## config.mk

```make
export PLATFORM = sky130hd
export DESIGN_NAME = mux_barrido
export DESIGN_NICKNAME = d
export VERILOG_FILES = /design/src/rtl/mux_barrido.sv
export SDC_FILE = /design/constraint.sdc
export NUM_CORES = 1
export LEC_CHECK = 0
export CAP_MARGIN = 20
export CORE_MARGIN = 1.5
export CORE_UTILIZATION = 45
export DETAILED_ROUTE_END_ITERATION = 8
export GPL_TIMING_DRIVEN = 0
export PLACE_DENSITY = 0.86
export SYNTH_ARGS = -nofsm -noshare
export SYNTH_HDL_FRONTEND = slang
export SYNTH_SLANG_ARGS = --single-unit
```

## constraint.sdc

```tcl
create_clock -name clk -period 1.57 [get_ports clk]
set_input_delay 0.471 -clock clk [delete_from_list [all_inputs] [get_ports clk]]
set_output_delay 0.471 -clock clk [all_outputs]
set_load 0.005 [all_outputs]
```

## src/rtl/mux_barrido.sv

```systemverilog
// Scanned display multiplexer: selects one of CHANNELS data words (manual or auto-scan),
// registers the data, channel index and a one-hot anode enable that blanks on every channel change.
module mux_barrido #(
    parameter int WIDTH     = 4,
    parameter int CHANNELS  = 4,
    parameter int DIV       = 50000,
    parameter int BLANK_CYC = 2,
    localparam int SW       = (CHANNELS > 1) ? $clog2(CHANNELS) : 1
) (
    input  logic                      clk,
    input  logic                      rst_n,
    input  logic [CHANNELS*WIDTH-1:0] datos_in,
    input  logic [SW-1:0]             select,
    input  logic                      modo,
    input  logic                      enable,
    output logic [WIDTH-1:0]          salida,
    output logic [SW-1:0]             canal,
    output logic [CHANNELS-1:0]       anodo
);

    localparam int PW = (DIV > 2) ? $clog2(DIV) : 1;
    localparam int BW = (BLANK_CYC > 1) ? $clog2(BLANK_CYC) : 1;

    localparam logic [SW:0]   NCH    = (SW+1)'(CHANNELS);
    localparam logic [SW-1:0] CH_MAX = SW'(CHANNELS - 1);
    localparam logic [PW-1:0] PMAX   = PW'(DIV - 1);
    localparam logic [BW-1:0] BMAX   = BW'(BLANK_CYC - 1);

    typedef enum logic {BLANK, SHOW} state_t;

    state_t                state_q, state_d;
    logic [PW-1:0]         presc_q, presc_d;
    logic [BW-1:0]         blank_q, blank_d;
    logic [SW-1:0]         canal_q, canal_d;
    logic [WIDTH-1:0]      salida_q, salida_d;
    logic [CHANNELS-1:0]   anodo_q, anodo_d;
    logic                  modo_prev_q;
    logic                  tc;

    logic [WIDTH-1:0] ch_dat [CHANNELS];

    for (genvar i = 0; i < CHANNELS; i++) begin : g_slice
        assign ch_dat[i] = datos_in[i*WIDTH +: WIDTH];
    end

    always_comb begin
        presc_d  = presc_q;
        canal_d  = canal_q;
        state_d  = state_q;
        blank_d  = blank_q;
        tc       = 1'b0;
        salida_d = ch_dat[canal_q];

        // A mode change restarts the scan period even while frozen.
        if (modo != modo_prev_q) begin
            presc_d = '0;
        end else if (enable) begin
            if (!modo) begin
                presc_d = '0;
            end else if (presc_q == PMAX) begin
                presc_d = '0;
                tc      = 1'b1;
            end else begin
                presc_d = presc_q + PW'(1);
            end
        end

        if (enable) begin
            if (!modo) begin
                if ({1'b0, select} < NCH) begin
                    canal_d = select;
                end
            end else if (tc) begin
                canal_d = (canal_q == CH_MAX) ? '0 : canal_q + SW'(1);
            end
        end

        if (!enable || (canal_d != canal_q)) begin
            state_d = BLANK;
            blank_d = '0;
        end else if (state_q == BLANK) begin
            if (blank_q == BMAX) begin
                state_d = SHOW;
                blank_d = '0;
            end else begin
                blank_d = blank_q + BW'(1);
            end
        end

        anodo_d = (state_d == SHOW) ? (CHANNELS'(1) << canal_d) : '0;
    end

    always_ff @(posedge clk) begin
        if (!rst_n) begin
            state_q     <= BLANK;
            presc_q     <= '0;
            blank_q     <= '0;
            canal_q     <= '0;
            salida_q    <= '0;
            anodo_q     <= '0;
            modo_prev_q <= 1'b0;
        end else begin
            state_q     <= state_d;
            presc_q     <= presc_d;
            blank_q     <= blank_d;
            canal_q     <= canal_d;
            salida_q    <= salida_d;
            anodo_q     <= anodo_d;
            modo_prev_q <= modo;
        end
    end

    assign salida = salida_q;
    assign canal  = canal_q;
    assign anodo  = anodo_q;

endmodule
```

---- After elaboration in Yosys (flattened, before gate mapping) ----
Cells that the tools add are included.
storage, ports and cells
  register bits ........................... 29
cells by class
  add/sub/neg operators ................... 3
  magnitude comparators ................... 1
  equality and inequality tests ........... 4
  shifts and indexed selects .............. 1
  multiplexer cells ....................... 17
  bitwise operators ....................... 2
  reductions and logical operators ........ 5
operators with widths
  cell                                                               number
  16-bit 2-to-1 mux                                                  2
  16-bit by 1-bit adder with 16-bit output, second input constant    1
  16-bit equality test, second input constant                        1
  4-bit binary-select mux with 2-bit select                          1
  1-bit 2-to-1 mux                                                   8
  2-bit 2-to-1 mux                                                   4
  4-bit 2-to-1 mux                                                   2
  2-bit OR reduction                                                 2
  1-bit by 2-bit left shift with 4-bit output, first input constant  1
  3-bit >= comparator, second input constant                         1
  2-bit NOT with 3-bit output                                        1
  2-bit by 1-bit adder with 2-bit output, second input constant      1
  2-bit equality test, second input constant                         1
  2-bit != test                                                      1
  2-bit AND reduction                                                1
  1-bit adder, second input constant                                 1
  1-bit logical NOT                                                  1
  1-bit logical OR                                                   1
  1-bit != test                                                      1
  1-bit NOT                                                          1

---- Longest topological paths before layout ----
  word-level depth ........................ 12
  mapped depth ............................ 6
  gate-level depth less buffers ........... 6

---- Worst setup path after synthesis ----
Ideal clock, no wire load.
  kind .................................... register -> register
  start ................................... reg presc_q[13]
  end ..................................... reg anodo_q[1], in the netlist anodo[1]
  setup time .............................. 0.142 ns
  data arrival time ....................... 1.543 ns
  slack ................................... -0.115 ns
  stages on the path, launching flop included .. 6
  clock period less this slack ............ 1.685 ns
  cells stage by stage .................... dfxtp_1 > or4b_4 > nor3_4 > a31oi_1 > o21ai_0 > nor4_1
between the ends
  longest elaborated chain between the ends .. 12
RTL lines
  what                                  RTL line  RTL
  start: declaration                    32        logic [PW-1:0] presc_q, presc_d;
  start signal: assignment              104       presc_q <= presc_d;
  16-bit equality test (*)              60        end else if (presc_q == PMAX) begin
  1-bit 2-to-1 mux (*)                  60
  1-bit 2-to-1 mux (*)                  58        if (!modo) begin
  1-bit 2-to-1 mux (*)                  57        end else if (enable) begin
  1-bit 2-to-1 mux (*)                  55        if (modo != modo_prev_q) begin
  2-bit 2-to-1 mux (*)                  73        end else if (tc) begin
  2-bit 2-to-1 mux (*)                  69        if (!modo) begin
  2-bit 2-to-1 mux (*)                  68        if (enable) begin
  2-bit != test                         78        if (!enable || (canal_d != canal_q)) begin
  1-bit logical OR                      78
  1-bit 2-to-1 mux                      78
  2-bit AND reduction (no source line)  -
  end signal: assignment                108       anodo_q <= anodo_d;
  end: declaration                      36        logic [CHANNELS-1:0] anodo_q, anodo_d;
Mark *: on every way between the ends. The rest lies on a longest branch, timed or not.
A chain may end at the register's enable or synchronous reset.

---- Worst setup path after layout ----
  start ................................... reg presc_q[13]
  end ..................................... reg anodo_q[0], in the netlist anodo[0]
Same word-level chain as after synthesis.

==> run summary <==
remaining number of nets flagged by the antenna check after routing -> 0
Synth top cells by count -> 29 x dfxtp_1, 19 x nor2_1, 10 x nand2_1, 9 x xor2_1
cell with the most instances after synthesis -> dfxtp_1
# hold bufs at CTS -> 0
met3 Resource Use GR -> 8.01%
y dimension of the die -> 59.7 um
fraction of power consumed by sequential logic -> 52.8%
IR drop worst, VDD -> 0.607 mV
full die area -> 0.00357 mm2
run status -> finished with violations
startpoint kind of the worst setup timing path -> register
final-report hold violation count -> 0
CTS max path bufs -> 2
Clock power frac -> 32.1%
std cell rows -> 20
minimum clock period -> 1750 ps
number of vias per cell -> 5.61
area share of the leading cell type in the synthesized netlist -> 40.1%
leftover overflow at the end of global routing -> 0
share of synthesized flip-flops with an asynchronous set or reset -> 0%
setup slack on the worst flop-to-flop path -> -180 ps
Int Pwr -> 1.08 mW
root buffer selected by CTS -> clkbuf_4
combinational fraction of design power -> 15.0%
Skew-Pair Late Insertion Delay -> 340 ps
kind of end point of the critical path -> register
Syn-to-layout area delta -> 46.6%
count of unique library cells instantiated by Yosys -> 46
Max Fclk -> 0.570 GHz
final wirelength -> 3660 um
final max-slew violation count -> 0
final-layout setup total negative slack -> -3530 ps
arrival time at the worst endpoint -> 2010 ps
first-pass GRT wire length -> 5730 um
maximum fanout along the worst path -> 5
WS Path Type -> register to register
total number of H-tree levels -> 2
total setup violations reported at the end of the flow -> 24
sum of internal, switching and leakage power -> 1.44 mW
Die Width -> 59.7 um
ranking of synthesized cells by area -> dfxtp_1 40%, mux4_2 6.2%, xor2_1 5.4%, nor2_1 4.9%, xnor2_1 4.2%
All-Layer GR Usage -> 21.9%
PwrDens -> 678 mW/mm2
number of buffer cells added on primary ports -> 28
total clock buffers created by CTS -> 5
Tightest Pin Transition -> 490 ps
ratio of cells with drive above 1 in the final layout -> 34.5%
DR pass1 iterations -> 4
Final nets -> 221
number of enable-type register cells in the synthesized netlist -> 0
net switching power -> 0.356 mW
average size of a mapped cell -> 9.86 um2
weighted congestion reported at the end of routability-driven placement -> 0.817
Final Core Density -> 69.6%
effective utilization at floorplan -> 47.5%
Static Leakage -> 0.832 nW
proportion of synthesized chip area in sequential cells -> 40.1%
Max Clock Skew -> 8.11 ps
number of maximum-capacitance constraint violations -> 0
largest net degree at the start of global routing -> 11
Critical Path RT -> 1830 ps
number of warning messages in the yosys log -> 0
number of vias in the routed layout -> 1351
HPWL Detailed -> 2460 um
met2 capacity usage during global routing -> 40.4%
CTS tree -> yes
number of sinks on the clock net -> 29
share of total power consumed by net switching -> 24.7%
routing layer with the top usage in global route -> met2
WL per Instance -> 15.2 um
ports placed on the boundary -> 32
number of filler cells placed in the layout -> 234
count of placed standard cells including taps -> 219
clock-pin transition on the worst setup and hold timing paths -> 90 ps
most used flip-flop cell after synthesis -> dfxtp_1
post-synth net total -> 171
Cells after Synth -> 147
Initial DRC Count -> 45
via count of the first global-routing pass -> 1321
synthesized cell area -> 0.00145 mm2
Std-Cell Core Area -> 0.00305 mm2
cell accounting for the most synthesized area -> dfxtp_1
class of the worst hold path -> primary input to register
n_diodes -> 0
number of antenna violations at the first check in global routing -> 0
DR DRC count -> 0
crit share post-route -> 112%
final instance count without filler cells -> 241
RSZ-0062 raised after global routing -> yes
GR Util met1 -> 20.9%
max_slew headroom -> 67.1%
count of state elements after synthesis -> 29
PnR worst setup slack -> -183 ps
failing checks -> negative setup slack
-- layout make-up --
class / count / area [um2] / area share, %
plain buffers: 6 / 57.6 / 2.71
well taps: 44 / 55.1 / 2.59
clock buffers: 7 / 55.1 / 2.59
inverters: 7 / 26.3 / 1.24
flip-flops and latches: 29 / 589 / 27.7
repair buffers: 43 / 415 / 19.6
multi-input cells: 105 / 926 / 43.6
-- placed cells by master, fill, tap and decap left out, drive strengths merged, types with 2 or more instances in the layout --
cell type,instances
and3,3
nor4,4
a31oi,2
nand2,10
ha,2
xnor2,7
nor4b,2
dlygate4sd2,9
and2,5
xor2,9
buf,18
nand3,5
clkbuf,9
o21ai,3
clkdlybuf4s50,18
nor2,21
o22ai,2
nor3,5
inv,7
mux4,4
nand4bb,2
nand4,3
dfxtp,29
-- cell families after synthesis --
kind of cell               count (synthesis)  share of synthesized area, %
buffers and inverters                     13                          5.44
adders and majority gates                  2                          1.73
AOI/OAI and AO/OA                         16                          8.20
DFF                                       29                          40.1
and+or+nand+nor                           66                          28.0
xor gates and xnor gates                  16                          9.67
muxes                                      5                          6.91
-- registers in the layout (all words and copies together) (netlist names) --
register     count
blank_q          1
salida           4
anodo            4
canal            2
state_q          1
modo_prev_q      1
presc_q         16
-- timing repair --
item / CTS / global route
pin swaps: 22 / 6
setup endpoints to repair: 35 / 25
buffers inserted: 12 / 2
gates cloned: 1 / 0
gates resized for setup: 36 / 14
-- power by group through the flow --
stage	Sequential [mW]	Combinational [mW]	Clock, mW
after floorplan	0.778	0.0998	0
after global placement	0.776	0.181	0
after detailed placement	0.778	0.189	0
after CTS	0.761	0.209	0.464
after global routing	0.763	0.230	0.499
final	0.761	0.216	0.463
-- through the flow --
stage,setup WS (ps),hold slack (ps),cell area (um2)
floorplan,-79.7,486,1460
global placement,-359,506,1800
detailed placement,-377,529,1800
CTS,-159,377,2070
global route,-235,364,2120
finish,-183,373,2120
-- critical path, stage by stage, from the launching register on --
cell and delay [ps]:
dfxtp_2 340, or4b_4 570, nor3_4 160, buf_6 140, a211oi_4 60, nor2_4 190, nor4b_4 220
-- per-layer routing --
metal	up-vias	share of wire, %	wire length [um]
met2	67	51	1870
li1	620	-	-
met5	-	0	0
met4	0	3.3	119
met3	16	9.0	331
met1	648	37	1340
-- path summary, 6_finish.rpt --
check         startpoint    endpoint  depth (start not counted)
max reg2reg  presc_q[13]    anodo[0]                          6
max          presc_q[13]    anodo[0]                          6
min                 modo    canal[1]                          2
min reg2reg   presc_q[0]  presc_q[0]                          2
Note: power is estimated with default switching activity, not from simulation.
